### config.mk
export PLATFORM = sky130hd
export DESIGN_NAME = x_uart_rx_flat
export DESIGN_NICKNAME = d
export VERILOG_FILES = /design/src/rtl/x_uart_pkg.sv /design/src/rtl/x_uart_rx_if.sv /design/src/rtl/x_sync2.sv /design/src/rtl/x_uart_rx.sv /design/src/flat_wrapper.sv
export SDC_FILE = /design/constraint.sdc
export NUM_CORES = 1
export LEC_CHECK = 0
export BUFFER_PORTS_ARGS = -buffer_cell sky130_fd_sc_hd__buf_2
export CORE_ASPECT_RATIO = 1.5
export CORE_MARGIN = 3
export CORE_UTILIZATION = 39
export CTS_CLUSTER_SIZE = 16
export DETAILED_ROUTE_END_ITERATION = 16
export PLACE_DENSITY = 0.59
export SLEW_MARGIN = 20
export SYNTH_ARGS = -nofsm -noshare
export SYNTH_HDL_FRONTEND = slang
export SYNTH_SLANG_ARGS = --single-unit
export TNS_END_PERCENT = 1
### constraint.sdc
create_clock -name i_clk -period 1.95 [get_ports i_clk]
set_input_delay 0.4875 -clock i_clk [delete_from_list [all_inputs] [get_ports i_clk]]
set_output_delay 0.4875 -clock i_clk [all_outputs]
set_load 0.02 [all_outputs]
### src/rtl/x_uart_pkg.sv
// Shared UART definitions: RX state encoding and the baud timer arithmetic used by both TX and RX.
`timescale 1ns/1ps
package x_uart_pkg;

    typedef enum logic [3:0] {
        S_IDLE,
        S_WAIT_HIGH,
        S_START,
        S_D0, S_D1, S_D2, S_D3, S_D4, S_D5, S_D6, S_D7,
        S_STOP
    } rx_state_e;

    // Bit period is (top + 1) clocks; TX and RX must agree on this.
    function automatic int unsigned f_timer_top(input int unsigned clk_hz, input int unsigned baud);
        return clk_hz / baud;
    endfunction

endpackage

### src/rtl/x_uart_rx_if.sv
// Received-byte output bus of x_uart_rx. o_frame_err exists only with X_UART_RX_FRAME_ERR_EN.
`timescale 1ns/1ps
interface x_uart_rx_if;
    logic [7:0] o_data;
    logic       o_valid;
`ifdef X_UART_RX_FRAME_ERR_EN
    logic       o_frame_err;

    modport master (output o_data, output o_valid, output o_frame_err);
    modport slave  (input  o_data, input  o_valid, input  o_frame_err);
`else
    modport master (output o_data, output o_valid);
    modport slave  (input  o_data, input  o_valid);
`endif
endinterface

### src/rtl/x_sync2.sv
// Generic two-flop synchroniser for an asynchronous single-bit input; reset value is a parameter.
`timescale 1ns/1ps
module x_sync2 #(
    parameter bit p_rst_val = 1'b0
) (
    input  logic i_clk,
    input  logic i_rst,
    input  logic i_d,
    output logic o_q
);
    logic r_meta;
    logic r_sync;

    always_ff @(posedge i_clk or posedge i_rst) begin
        if (i_rst) begin
            r_meta <= p_rst_val;
            r_sync <= p_rst_val;
        end else begin
            r_meta <= i_d;
            r_sync <= r_meta;
        end
    end

    assign o_q = r_sync;
endmodule

### src/rtl/x_uart_rx.sv
// 8N1 UART receiver: start bit validated at mid-bit, data/stop sampled at bit centres.
// Optional X_UART_RX_FRAME_ERR_EN adds a one-cycle o_frame_err pulse on a bad stop bit.
`timescale 1ns/1ps
module x_uart_rx
    import x_uart_pkg::*;
#(
    parameter int unsigned p_clk_hz = 12000000,
    parameter int unsigned p_baud   = 115200
) (
    input  logic           i_clk,
    input  logic           i_rst,
    input  logic           i_rx,
    x_uart_rx_if.master    rx_if
);
    localparam int unsigned p_timer_top   = f_timer_top(p_clk_hz, p_baud);
    localparam int unsigned p_timer_half  = p_timer_top / 2;
    localparam int unsigned p_timer_width = $clog2(p_timer_top + 1);

    localparam logic [p_timer_width-1:0] lp_top  = p_timer_width'(p_timer_top);
    localparam logic [p_timer_width-1:0] lp_half = p_timer_width'(p_timer_half);

    logic                     w_rx_s;
    rx_state_e                r_state;
    rx_state_e                w_state_nxt;
    logic [p_timer_width-1:0] r_timer;
    logic                     w_top_hit;
    logic                     w_half_hit;
    logic                     w_timer_clr;
    logic                     w_shift;
    logic                     w_load;
    logic [7:0]               r_shift;
    logic [7:0]               r_data;
    logic                     r_valid;

    x_sync2 #(.p_rst_val(1'b1)) u_sync (
        .i_clk (i_clk),
        .i_rst (i_rst),
        .i_d   (i_rx),
        .o_q   (w_rx_s)
    );

    assign w_top_hit  = (r_timer == lp_top);
    assign w_half_hit = (r_timer == lp_half);

    always_ff @(posedge i_clk or posedge i_rst) begin
        if (i_rst) r_state <= S_IDLE;
        else       r_state <= w_state_nxt;
    end

    always_comb begin
        w_state_nxt = r_state;
        w_timer_clr = 1'b0;
        w_shift     = 1'b0;
        w_load      = 1'b0;
        case (r_state)
            S_IDLE: begin
                if (!w_rx_s) begin
                    w_state_nxt = S_START;
                    w_timer_clr = 1'b1;
                end
            end
            S_START: begin
                if (w_half_hit) begin
                    w_timer_clr = 1'b1;
                    w_state_nxt = w_rx_s ? S_IDLE : S_D0;
                end
            end
            S_D0, S_D1, S_D2, S_D3, S_D4, S_D5, S_D6, S_D7: begin
                // Enum order makes D7 + 1 == STOP.
                if (w_top_hit) begin
                    w_shift     = 1'b1;
                    w_state_nxt = rx_state_e'(r_state + 4'd1);
                end
            end
            S_STOP: begin
                if (w_top_hit) begin
                    if (w_rx_s) begin
                        w_load      = 1'b1;
                        w_state_nxt = S_IDLE;
                    end else begin
                        w_state_nxt = S_WAIT_HIGH;
                    end
                end
            end
            S_WAIT_HIGH: begin
                // A held-low break waits here instead of decoding as 0x00 bytes.
                if (w_rx_s) w_state_nxt = S_IDLE;
            end
            default: w_state_nxt = S_IDLE;
        endcase
    end

    always_ff @(posedge i_clk or posedge i_rst) begin
        if (i_rst) begin
            r_timer <= '0;
        end else if (w_timer_clr || r_state == S_IDLE || r_state == S_WAIT_HIGH || w_top_hit) begin
            r_timer <= '0;
        end else begin
            r_timer <= r_timer + 1'b1;
        end
    end

    always_ff @(posedge i_clk or posedge i_rst) begin
        if (i_rst) begin
            r_shift <= '0;
            r_data  <= '0;
            r_valid <= 1'b0;
        end else begin
            if (w_shift) r_shift <= {w_rx_s, r_shift[7:1]};
            if (w_load)  r_data  <= r_shift;
            r_valid <= w_load;
        end
    end

    assign rx_if.o_data  = r_data;
    assign rx_if.o_valid = r_valid;

`ifdef X_UART_RX_FRAME_ERR_EN
    logic r_frame_err;

    always_ff @(posedge i_clk or posedge i_rst) begin
        if (i_rst) r_frame_err <= 1'b0;
        else       r_frame_err <= (r_state == S_STOP) && w_top_hit && !w_rx_s;
    end

    assign rx_if.o_frame_err = r_frame_err;
`endif

endmodule

### src/flat_wrapper.sv
// flat-port wrapper written by rule: the top's interface ports become plain ports
module x_uart_rx_flat import x_uart_pkg::*;
#(
    parameter int unsigned p_clk_hz = 12000000,
    parameter int unsigned p_baud   = 115200
)
  (i_clk, i_rst, i_rx, rx_if_o_data, rx_if_o_valid);
  x_uart_rx_if rx_if_i ();
  input  logic i_clk;
  input  logic i_rst;
  input  logic i_rx;
  output wire logic [$bits(rx_if_i.o_data)-1:0] rx_if_o_data;
  output wire logic [$bits(rx_if_i.o_valid)-1:0] rx_if_o_valid;
  assign rx_if_o_data = rx_if_i.o_data;
  assign rx_if_o_valid = rx_if_i.o_valid;
  x_uart_rx #(.p_clk_hz(p_clk_hz), .p_baud(p_baud)) u_core (.i_clk(i_clk), .i_rst(i_rst), .i_rx(i_rx), .rx_if(rx_if_i));
endmodule
After elaboration in Yosys (flattened, before gate mapping) --
Cells that the tools add are included. W data, S select, Z words.
Word-level totals: bits in registers 30, bits in latches 0, bits in writable memories 0, bits in read-only memories 0, input port bits 3, output and inout port bits 9, word-level logic and storage cells 50, memories 0
Cells by class: $add $sub $neg 2, multiply operators 0, div/mod/pow operators 0, order comparisons 0, eq/ne operators 18, shifts and indexed selects 0, mux-type cells 17, bitwise gates (word level) 0, reduce and logical (&&, ||, !) cells 6
Operator list (number):
- $mux W4 | 5
- $pmux W4 S5 | 1
- $eq A4 B3 Y1 const B | 4
- $eq A4 B4 Y1 const B | 4
- $eq A4 B2 Y1 const B | 2
- $mux W1 | 8
- $reduce_or A8 Y1 | 1
- $add A7 B1 Y7 const B | 1
- $eq A7 B6 Y1 const B | 1
- $eq A7 B7 Y1 const B | 1
- $mux W7 | 1
- $ne A2 B1 Y1 const B | 3
- $reduce_and A5 Y1 | 1
- $add A4 B1 Y4 const B | 1
- $eq A4 B1 Y1 const B | 1
- $logic_not A4 Y1 | 1
- $ne A2 B2 Y1 const B | 2
- $logic_or A1 B1 Y1 | 3
- $mux W2 | 1
- $pmux W1 S2 | 1

Longest topological paths before layout --
word-level depth 7, mapped depth 7, mapped depth without buffers 6

Hierarchy --
Synthesis repeated with hierarchy kept, for this count alone.
Second synthesis, totals: cell total of the unflattened synthesis 133, area, all modules 1541.5 um2
Modules (own cells, without submodules):
- x_uart_rx | times used 1, cells an instance 130, area each 1485.2 um2, seq. area each 700.7 um2
- x_sync2 | times used 1, cells an instance 3, area each 56.3 um2, seq. area each 52.6 um2

Worst setup path before layout --
No wires, ideal clock.
path type reg2reg, from reg u_core.r_state[0], to reg u_core.r_shift[0], setup time 0.125 ns, arrival time 1.666 ns, required time 1.825 ns, slack 0.159 ns, cell stages (with the launch flop) 7, buffers on the path 0, clock period less this slack 1.791 ns, path through dfrtp_1 inv_1 ha_1 nor3_1 o22a_1 nor2_2 mux2_2
Between the ends: cells in the longest elaborated chain, start to end 3, elaborated cells on any way between the ends 10, those cells by class 8 x eq/ne; 1 x mux; 1 x reduce/logical
RTL lines:
- start, declared | RTL line x_uart_rx.sv:23 | rx_state_e r_state;
- start signal, assigned | RTL line x_uart_rx.sv:47 | else r_state <= w_state_nxt;
- $eq A4 B2 Y1, or another cell as far along | RTL line x_uart_rx.sv:55 | case (r_state)
- $reduce_or A8 Y1 (*) | RTL line x_uart_rx.sv:55
- $mux W1 (*) | RTL line x_uart_rx.sv:55
- end signal, assigned | RTL line x_uart_rx.sv:109 | if (w_shift) r_shift <= {w_rx_s, r_shift[7:1]};
- end, declared | RTL line x_uart_rx.sv:31 | logic [7:0] r_shift;
Every way passes the cells marked *; elsewhere a longest branch is shown, timed or not. A chain may end at the register's enable or synchronous reset.

Worst setup path after layout --
from reg u_core.r_state[0], to reg u_core.r_state[1]
Between the ends: cells in the longest elaborated chain, start to end 4, elaborated cells on any way between the ends 22, those cells by class 1 x add/sub; 16 x eq/ne; 2 x mux; 3 x reduce/logical
RTL lines:
- parallel branches: the longest is 4 deep, another holds $add A4 B1 Y4
Several ways; the timed one is not identified. The select of a mux whose other input is x is not followed.

==> run summary <==
GR Util met1 = 0.137
Clk Tree Root Cell = clkbuf_8
Total setup buffers inserted after CTS = 0
Antenna viol nets, final = 0
Final Hold Vio Count = 0
Worst-path clk slew = 0.06 ns
#FFs+latches synth = 30
Core area = 3510 sq um
DR iter-0 viols = 15
RSZ-0062 raised after global routing = yes
Post-synth cell types = 35
Number of fill cells = 327
FFs w/ async S/R, synth = 1.00
Synth area leader = dfrtp_1
DRC viols = 0
Crit path arrival time = 2.01 ns
First-pass detailed-route iteration total = 4
Nets = 153
Final Util = 0.494
Mapped Cells = 120
Top Ports = 12
Initial antenna violation count = 0
Top cells by count, synth = dfrtp_1, inv_1, nor2_1
Worst endpoint required time = 2.11 ns
DR WL/cell = 13.9 um
Crit path launch type = flop
Crit share post-route = 0.950
Setup TNS = 0 ns
DR vias = 928
Fmax = 540 MHz
Global-route wire length before repair = 4590 um
Ant diodes = 0
Slowest CP cell = dfrtp_1
Clock skew = 0.00398 ns
P_leak = 0.887 nW
Final setup vio count = 0
Synthesized cell area = 1470 sq um
Final wirelength = 2580 um
Crit-path cells = inv_1, ha_1, o32ai_2, a221o_1, nand3_1, mux2_2
Die Wd = 56.2 um
Most common cell in the synthesized netlist = dfrtp_1
Minimum clock period after layout = 1.85 ns
Worst slew pin tran = 0.322 ns
Critical path peak fanout = 5
Vias per cell = 4.99
Top cell type's share of synthesized area = 0.476
Number of global-route vias before repair = 987
Largest cells by area after synthesis = dfrtp_1, mux2_4, mux2_2
Status = completed
Pin count of the biggest net entering global routing = 16
Die Height = 81.2 um
Maxcap violations = 0
Synth Flop Type = dfrtp_1
Yosys warnings = 0
Max incr delay on CP = 0.42 ns
Num CTS Buffers = 5
Net Count, Synth = 130
TritonCTS clock tree = yes
Gr busiest metal = met2
Register-to-Register Path Depth = 6
Setup Crit Path Kind = reg -> reg
Met3 usage = 0.0302
Clock Latency Late Sink = 0.27 ns
Area Growth Syn to Fin = 17.9%
Total GRT Usage = 0.132
M2 GR Usage = 0.242
Post-synth EDFFs = 0
Port-buffer cells = 11
Peak VDD IR = 0.554 mV
Hold Path Class = in -> async
Worst-case clock buffer depth = 2
Slew HR = 0.785
Pwr dens = 665 nW/um^2
CP Capture Type = flop
Hpwl dp = 1960 um
H-tree depth = 2
Die area = 4560 sq um
Clk sinks = 30
Final Max Tran Viols = 0
Gpl congestion = 0.742
Synthesized area per cell = 12.3 sq um
Layout cells sized above 1 = 0.368
WHS = 0.224 ns
Initial Util = 0.419
Row count = 26
Seq/Total Area, Yosys = 0.512
GRT Residual Overflow = 0
[layout by cell type (no fill, tap or decap), types with 2 or more instances in the layout]
cell type and count:
xor2_1 2, dfstp_2 2, nand4bb_1 2, dfrtp_1 28
mux2_4 8, nand2_1 5, xnor2_1 4, buf_2 11
o211ai_1 2, mux2i_1 2, and3_1 2, mux2_2 9
nor2_1 10, clkbuf_8 6, o21ai_0 3, inv_1 10
ha_1 5, nand3_1 3, buf_4 8
[power breakdown]
group           total, W  internal (W)  switching, W
sequential      0.000629      0.000626    0.00000232
combinational  0.0000206    0.00000660     0.0000140
clock           0.000505      0.000284      0.000221
[metrics by stage]
stage                     std cells  power (W)  setup WS, ns  instance area [sq um]
final                           186    0.00115        0.0966                   1740
after global routing            186    0.00121      -0.00429                   1740
after CTS                       186    0.00118        0.0505                   1710
after detailed placement        178   0.000662       0.00904                   1620
after global placement          178   0.000661        0.0495                   1620
after floorplan                 120   0.000652         0.159                   1470
[registers in the layout (all words and copies together) (netlist names)]
signal	count
u_core.r_timer	7
u_core.rx_if.o_valid	1
u_core.r_shift	8
u_core.u_sync.r_meta	1
u_core.u_sync.o_q	1
u_core.rx_if.o_data	8
u_core.r_state	4
[worst max-delay path: cells and delay by family (launching register included)]
family          cells  cell delay, ns
mux                 1            0.34
simple gates        1            0.14
buf+inv             1            0.18
flops               1            0.42
fa+ha+maj           1            0.21
compound gates      2            0.44
[metal layers]
layer / vias up / wire length (um) / share of wire
li1: 455 / - / -
met1: 449 / 1060 / 0.41
met2: 18 / 1390 / 0.54
met3: 6 / 81 / 0.031
met4: 0 / 54 / 0.021
met5: - / 0 / 0
[final cells by class]
type	count	area (sq um)	area share
Clock buffer	7	86.3	0.0497
Clock inverter	1	5.00	0.00288
Inverter	10	37.5	0.0216
Multi-Input combinational cell	77	686	0.395
Sequential cell	30	753	0.434
Tap cell	42	52.6	0.0303
Timing Repair Buffer	19	115	0.0663
[logic make-up (layout without fill, tap and decap cells)]
family	count (synthesis)	in the layout	share of synthesized area
adders and majority gates	7	7	0.0595
and+or+nand+nor	32	32	0.122
buffers and inverters	13	37	0.0400
xor gates and xnor gates	6	6	0.0357
muxes	19	19	0.164
DFF	30	30	0.512
AOI/OAI and AO/OA	13	13	0.0663
[path summary, 6_finish.rpt]
check	startpoint	endpoint	slack, ns
setup / recovery	u_core.r_state[0]	u_core.r_state[1]	0.1
hold / removal	i_rst	u_core.r_shift[3]	0.22
setup reg to reg	u_core.r_state[0]	u_core.r_state[1]	0.1
hold reg to reg	u_core.u_sync.r_meta	u_core.u_sync.o_q	0.36
max in group asynchronous	i_rst	u_core.u_sync.r_meta	1.48
min in group i_clk	i_rx	u_core.u_sync.r_meta	0.31
[what timing repair did]
item / in CTS / in global routing
hold buffers: 0 / 0
gates resized for setup: 1 / 5
setup endpoints to repair: 1 / 19
Note: power is estimated with default switching activity, not from simulation.
